[src/rtl/instr_fetch_unit.sv]
// Instruction fetch front end: owns the PC, requests one word at a time from
// instruction memory, holds the fetched word for decode until it retires, then
// advances the PC to PC+4 or the taken branch/jump target.
module instr_fetch_unit #(
  parameter int                XLEN     = 32,
  parameter logic [XLEN-1:0]   RESET_PC = '0   // must be word aligned
) (
  input  logic              clk,
  input  logic              rst_n,
  // instruction memory request channel
  output logic              imem_req,
  output logic [XLEN-1:0]   imem_addr,
  input  logic              imem_ready,
  // instruction memory response channel
  input  logic              imem_rvalid,
  input  logic [XLEN-1:0]   imem_rdata,
  // held instruction towards decode
  output logic [XLEN-1:0]   instr_out,
  output logic              instr_valid,
  input  logic              instr_ready,
  // next-PC selection from the main decoder
  input  logic              pc_src,
  input  logic [XLEN-1:0]   pc_target,
  // PC information for the held instruction
  output logic [XLEN-1:0]   pc_out,
  output logic [XLEN-1:0]   pc_plus4_out,
  // status
  output logic [31:0]       instret,
  output logic              fetch_err
);

  localparam logic [XLEN-1:0] NOP_INSTR = XLEN'(32'h0000_0013);  // addi x0,x0,0
  localparam logic [XLEN-1:0] PC_STEP   = XLEN'(4);

  typedef enum logic [2:0] {
    IDLE = 3'd0,
    REQ  = 3'd1,
    WAIT = 3'd2,
    HOLD = 3'd3,
    ERR  = 3'd4
  } state_t;

  state_t            state_q, state_d;
  logic [XLEN-1:0]   pc_q, pc_d;
  logic [XLEN-1:0]   instr_q, instr_d;
  logic [31:0]       instret_q, instret_d;
  logic              fetch_err_q, fetch_err_d;

  logic [XLEN-1:0]   pc_plus4;
  logic [XLEN-1:0]   next_pc;

  // Sequential PC increment wraps modulo 2^XLEN; target only matters on retire.
  always_comb begin
    pc_plus4 = pc_q + PC_STEP;
    next_pc  = pc_src ? pc_target : pc_plus4;
  end

  // Next-state and datapath updates for the fetch sequencer.
  always_comb begin
    state_d     = state_q;
    pc_d        = pc_q;
    instr_d     = instr_q;
    instret_d   = instret_q;
    fetch_err_d = fetch_err_q;

    case (state_q)
      IDLE: begin
        state_d = REQ;
      end

      REQ: begin
        // Address stays on pc_q until memory accepts it.
        if (imem_ready) begin
          state_d = WAIT;
        end
      end

      WAIT: begin
        // Response data is only ever taken here; strays elsewhere are dropped.
        if (imem_rvalid) begin
          instr_d = imem_rdata;
          state_d = HOLD;
        end
      end

      HOLD: begin
        // Retire handshake: pc_src/pc_target are only meaningful on this edge.
        if (instr_ready) begin
          pc_d      = next_pc;
          instret_d = instret_q + 32'd1;
          if (next_pc[1:0] != 2'b00) begin
            // Keep the offending PC visible for debug and stop fetching.
            fetch_err_d = 1'b1;
            state_d     = ERR;
          end else begin
            state_d = REQ;
          end
        end
      end

      ERR: begin
        fetch_err_d = 1'b1;
      end

      default: begin
        state_d = IDLE;
      end
    endcase
  end

  // State register with synchronous active-low reset overriding every transition.
  always_ff @(posedge clk) begin
    if (!rst_n) begin
      state_q     <= IDLE;
      pc_q        <= RESET_PC;
      instr_q     <= NOP_INSTR;
      instret_q   <= '0;
      fetch_err_q <= 1'b0;
    end else begin
      state_q     <= state_d;
      pc_q        <= pc_d;
      instr_q     <= instr_d;
      instret_q   <= instret_d;
      fetch_err_q <= fetch_err_d;
    end
  end

  // Outputs are pure decodes of the registered state.
  always_comb begin
    imem_req     = (state_q == REQ);
    imem_addr    = pc_q;
    instr_valid  = (state_q == HOLD);
    instr_out    = instr_q;
    pc_out       = pc_q;
    pc_plus4_out = pc_plus4;
    instret      = instret_q;
    fetch_err    = fetch_err_q;
  end

endmodule

[config.mk]
export PLATFORM = sky130hd
export DESIGN_NAME = instr_fetch_unit
export DESIGN_NICKNAME = d
export VERILOG_FILES = /design/src/rtl/instr_fetch_unit.sv
export SDC_FILE = /design/constraint.sdc
export NUM_CORES = 1
export LEC_CHECK = 0
export CAP_MARGIN = 25
export CORE_MARGIN = 1
export CORE_UTILIZATION = 39
export DETAILED_ROUTE_END_ITERATION = 10
export PLACE_DENSITY = 0.77
export REMOVE_ABC_BUFFERS = 1
export SLEW_MARGIN = 25
export SYNTH_ARGS = -nofsm -noshare
export SYNTH_HDL_FRONTEND = slang
export SYNTH_SLANG_ARGS = --single-unit
[constraint.sdc]
create_clock -name clk -period 1.9 [get_ports clk]
set_input_delay 0.19 -clock clk [delete_from_list [all_inputs] [get_ports clk]]
set_output_delay 0.19 -clock clk [all_outputs]
set_load 0.02 [all_outputs]
# ---- Word-level counts from Yosys, hierarchy flattened
# Cells that the tools add are included.
dict set report totals {
  latchBits 0
  ram_bits 0
  inputBits 70
  ff_bits 100
  romBits 0
  out_inout_bits 163
  mem_count 0
}
dict set report classes {
  mux 9
  n_reduce_logical 7
  addsub 2
  eq_ne 8
  n_div 0
  n_bitwise 1
  magnitude_cmp 0
  n_mul 0
  shift 0
}
# operator count
set ops {}
lappend ops {{adder 32 x 1 -> 32 bit (second input constant)} 1}
lappend ops {{adder 32 x 3 -> 32 bit (second input constant)} 1}
lappend ops {{2-to-1 mux 32 bit} 1}
lappend ops {{case mux 3 bit (5 select lines)} 1}
lappend ops {{2-to-1 mux 3 bit} 4}
lappend ops {{equality test 3 x 2 -> 1 bit (second input constant)} 2}
lappend ops {{inequality test 2 x 1 -> 1 bit (second input constant)} 3}
lappend ops {{AND reduction 2 bit} 2}
lappend ops {{AND reduction 4 bit} 1}
lappend ops {{nonzero test 2 bit} 2}
lappend ops {{equality test 3 x 1 -> 1 bit (second input constant)} 1}
lappend ops {{equality test 3 bit (second input constant)} 1}
lappend ops {{zero test 3 bit} 1}
lappend ops {{AND reduction 3 bit} 1}
lappend ops {{2-to-1 mux 1 bit} 2}
lappend ops {{inequality test 2 bit (second input constant)} 1}
lappend ops {{case mux 1 bit (2 select lines)} 1}
lappend ops {{inverter 1 bit} 1}

# ---- Depth between registers and ports, before layout
dict set report logic_depth {
  word_depth 6
  mapped_depth 8
}

# ---- Least setup slack after synthesis
# No wires, ideal clock.
dict set report synth_timing {
  kind {reg-to-output}
  from {register pc_q[4], in the netlist imem_addr[4]}
  to {output port pc_plus4_out[23]}
  required_time_ps 1710
  arrival_ps 2076
  path_slack_ps -366
  path_stages_with_launch 6
  cell_sequence {dfxtp_1 -> buf_4 -> nand3_4 -> or3_1 -> buf_2 -> o41ai_1}
}
dict set report synth_between {
  elab_chain_cells 1
}
# item line
set synth_rtl {}
lappend synth_rtl {{start: declaration} 44} ;# logic [XLEN-1:0] pc_q, pc_d;
lappend synth_rtl {{start signal: assignment} 121} ;# pc_q <= pc_d;
lappend synth_rtl {{adder 32 x 3 -> 32 bit} 54} ;# pc_plus4 = pc_q + PC_STEP;
lappend synth_rtl {{end: declaration} 26} ;# output logic [XLEN-1:0] pc_plus4_out,
# No other way between the ends.

# ---- Worst setup path after layout
dict set report layout_timing {
  from {register pc_q[16], in the netlist imem_addr[16]}
  to {output port pc_plus4_out[30]}
}
# Same word-level chain as after synthesis.

==> metrics.cfg <==
[detailed_routing]
ant_nets=0
drtIter0Drc=612
dr_wl_met3_um=1460
wirelength_um=21100
met2_wirelength_um=10100
post_drt_via_cell_ratio=5.58
vias=6770
drc=0
routedWlPerCell_um=17.4
firstDrtPassIters=6
top_layer_used=met4
wl_met1_um=8810

[setup_path]
cp-end-kind=primary output
cp_max_fo=3
r2r.worst_path.cells=8
crit_required_ns=1.71
worstPathArrival_ns=2.03
start_kind=flip-flop
endpoint=pc_plus4_out[30]
crit_type=reg -> out
r2r_slack_ns=-0.11
r2r_start=imem_addr[11]
critPathLaunch=imem_addr[16]
worstReg2RegEnd=imem_addr[21]

[die]
core_um2=14000
start_util_pct=40.1
die_h_um=122
core.rowCount=43
die_x_um=122
dieArea_um2=14900
ios=233

[sta]
layout_min_cycle_time_ns=2.22
max_freq_ghz=0.450
slew_viol_final=0
fin_ws_ns=-0.322
whs_ns=0.359
slew_headroom_pct=58.5
fin_setup_tns_ns=-3.87
hold_viol_final=0
tightest_slew_ns=0.621
finalSetupViolations=23
rsz0062_at_grt=yes
final.period_utilization_pct=117
clock_skew_ns=0.00831

[synth]
yosysSeqAreaShare_pct=35.7
synth-main-ff-cell=dfxtp_1
synthCells=719
avgSynthCellArea_um2=7.81
synth_edf_count=0
synth-seq-cells=100
synth_warnings=0
netlist_area_um2=5610
ys_types=59
async_reset_ff_share_pct=0

[status]
status=complete, but fails checks
violations=negative setup slack

[clock_tree]
ctsLongestPathBuffers=2
cts.reportedPaths.clkPinSlew_ns=0.07
clk_latency_ns=0.34
tritoncts=done
cts.sinks=100
htreeDepth=3
root_buffer=clkbuf_16
cts_made_buffers=9

[power]
vdd_drop_max_mv=0.466
p_per_area_nw_per_um2=504
p_leak_nw=3.82

[hold_path]
worstHoldStart=pc_src
hp-class=in -> reg

[grt]
grt_overflow_total=0
grt_max_degree=39
grtUsageTotal_pct=26.8
antenna_found_initial=0
grt_pass1_vias=6344
grt_pass1_wl_um=31600

[placement]
gp_congestion=0.882
dp_slack_ns=-0.472
io_buffers=232
dp_hpwl_um=14200

[cells_and_area]
nets=1101
area_growth_pct=72.5
drive_gt1_share_pct=26.5
diodes=0
utilization_pct=69.2

[job]
maxCapViolCount=0

per-layer routing:
metal | up-vias | global-route usage, %
met1 | 3170 | 33.8
met3 | 80 | 5.15
met4 | 0 | 11.6
li1 | 3171 | -
met5 | - | 0
met2 | 349 | 44.4
where the power goes:
group	internal (mW)	leakage [nW]	switching, mW	total, mW
sequential	2.12	0.816	0.0212	2.14
clock	1.28	0.162	0.814	2.10
combinational	0.327	2.84	0.310	0.637
worst max-delay path, cell delays in order (launching register included):
cell,delay (ns)
dfxtp_2,0.37
buf_6,0.11
nand4_1,0.28
nor4_4,0.29
and3_4,0.24
xor2_1,0.21
buf_4,0.19
layout make-up:
type	instances	area, um^2
Clock buffer	9	225
Clock inverter	6	111
Fill cell	1073	4310
Inverter	11	41.3
Multi-Input combinational cell	511	3390
Sequential cell	100	2030
Tap cell	180	225
Timing Repair Buffer	396	3660
cells in the mapped netlist, drive strengths merged, types with 6 or more instances:
library cell	number	area share, %
and4	7	1.1
o31ai	17	2.4
a21oi	66	5.9
or3	12	1.3
nand4	25	3.0
mux2i	6	1.1
inv	10	0.67
and3	21	2.3
xor2	18	2.8
a31oi	15	1.7
dfxtp	100	36
nor2	33	2.2
o21ai	23	2.1
clkbuf	38	2.6
xnor2	17	2.7
nand2	109	7.3
nand3	44	4.4
buf	59	6.9
nor4	11	2.0
or4	13	1.7
nor3	16	1.6
how the worst min path moves through the flow:
stage	cells past startpoint	slack (ns)	endpoint
after floorplan	1	0.26	instr_out[0]
after global placement	2	0.44	instr_out[20]
after detailed placement	2	0.45	instr_out[31]
after CTS	4	0.34	imem_addr[8]
after global routing	4	0.38	imem_addr[8]
final	4	0.36	imem_addr[8]
state kept, by name (all words and copies together) (netlist names):
name and count:
fetch_err 1, imem_addr 32, instr_out 32, instret 32
state_q 3
per-stage QoR:
| stage | cells | power, mW | area [um^2] |
|---|---|---|---|
| 2_1_floorplan | 622 | 2.41 | 5080 |
| 4_1_cts | 1195 | 4.88 | 9310 |
| 6_report | 1213 | 4.88 | 9680 |
| 5_1_grt | 1213 | 5.03 | 9680 |
| 3_5_place_dp | 1166 | 2.81 | 8680 |
| 3_3_place_gp | 1166 | 2.80 | 8680 |
cell families (layout without fill, tap and decap cells):
group	after synthesis	after routing	synth area share, %
and+or+nand+nor	309	309	29.3
muxes	6	6	1.07
adders and majority gates	2	2	0.446
AOI/OAI and AO/OA	159	159	17.9
DFF	100	100	35.7
buffers and inverters	108	422	10.2
xor gates and xnor gates	35	35	5.46
layout by cell type (no fill, tap or decap), drive strengths merged, types with 5 or more instances in the layout:
| cell type | n |
|---|---|
| a32o | 5 |
| a21oi | 66 |
| inv | 11 |
| a31oi | 15 |
| nand2 | 109 |
| nand3 | 44 |
| and3 | 21 |
| buf | 190 |
| and4 | 7 |
| xnor2 | 17 |
| o31ai | 17 |
| or4 | 13 |
| clkdlybuf4s50 | 201 |
| clkbuf | 10 |
| or3 | 12 |
| mux2i | 6 |
| xor2 | 18 |
| nor4 | 11 |
| o21ai | 23 |
| nor2 | 33 |
| nor3 | 16 |
| a311o | 5 |
| nand4 | 25 |
| dfxtp | 100 |
timing repair:
item / 4_1_cts / 5_1_grt
setup buffers: 15 / 20
resized for setup: 188 / 57
pin swaps: 20 / 31
cloned: 1 / 0
hold buffers: 0 / 0
endpoints found under the setup margin: 29 / 39
Note: power is estimated with default switching activity, not from simulation.
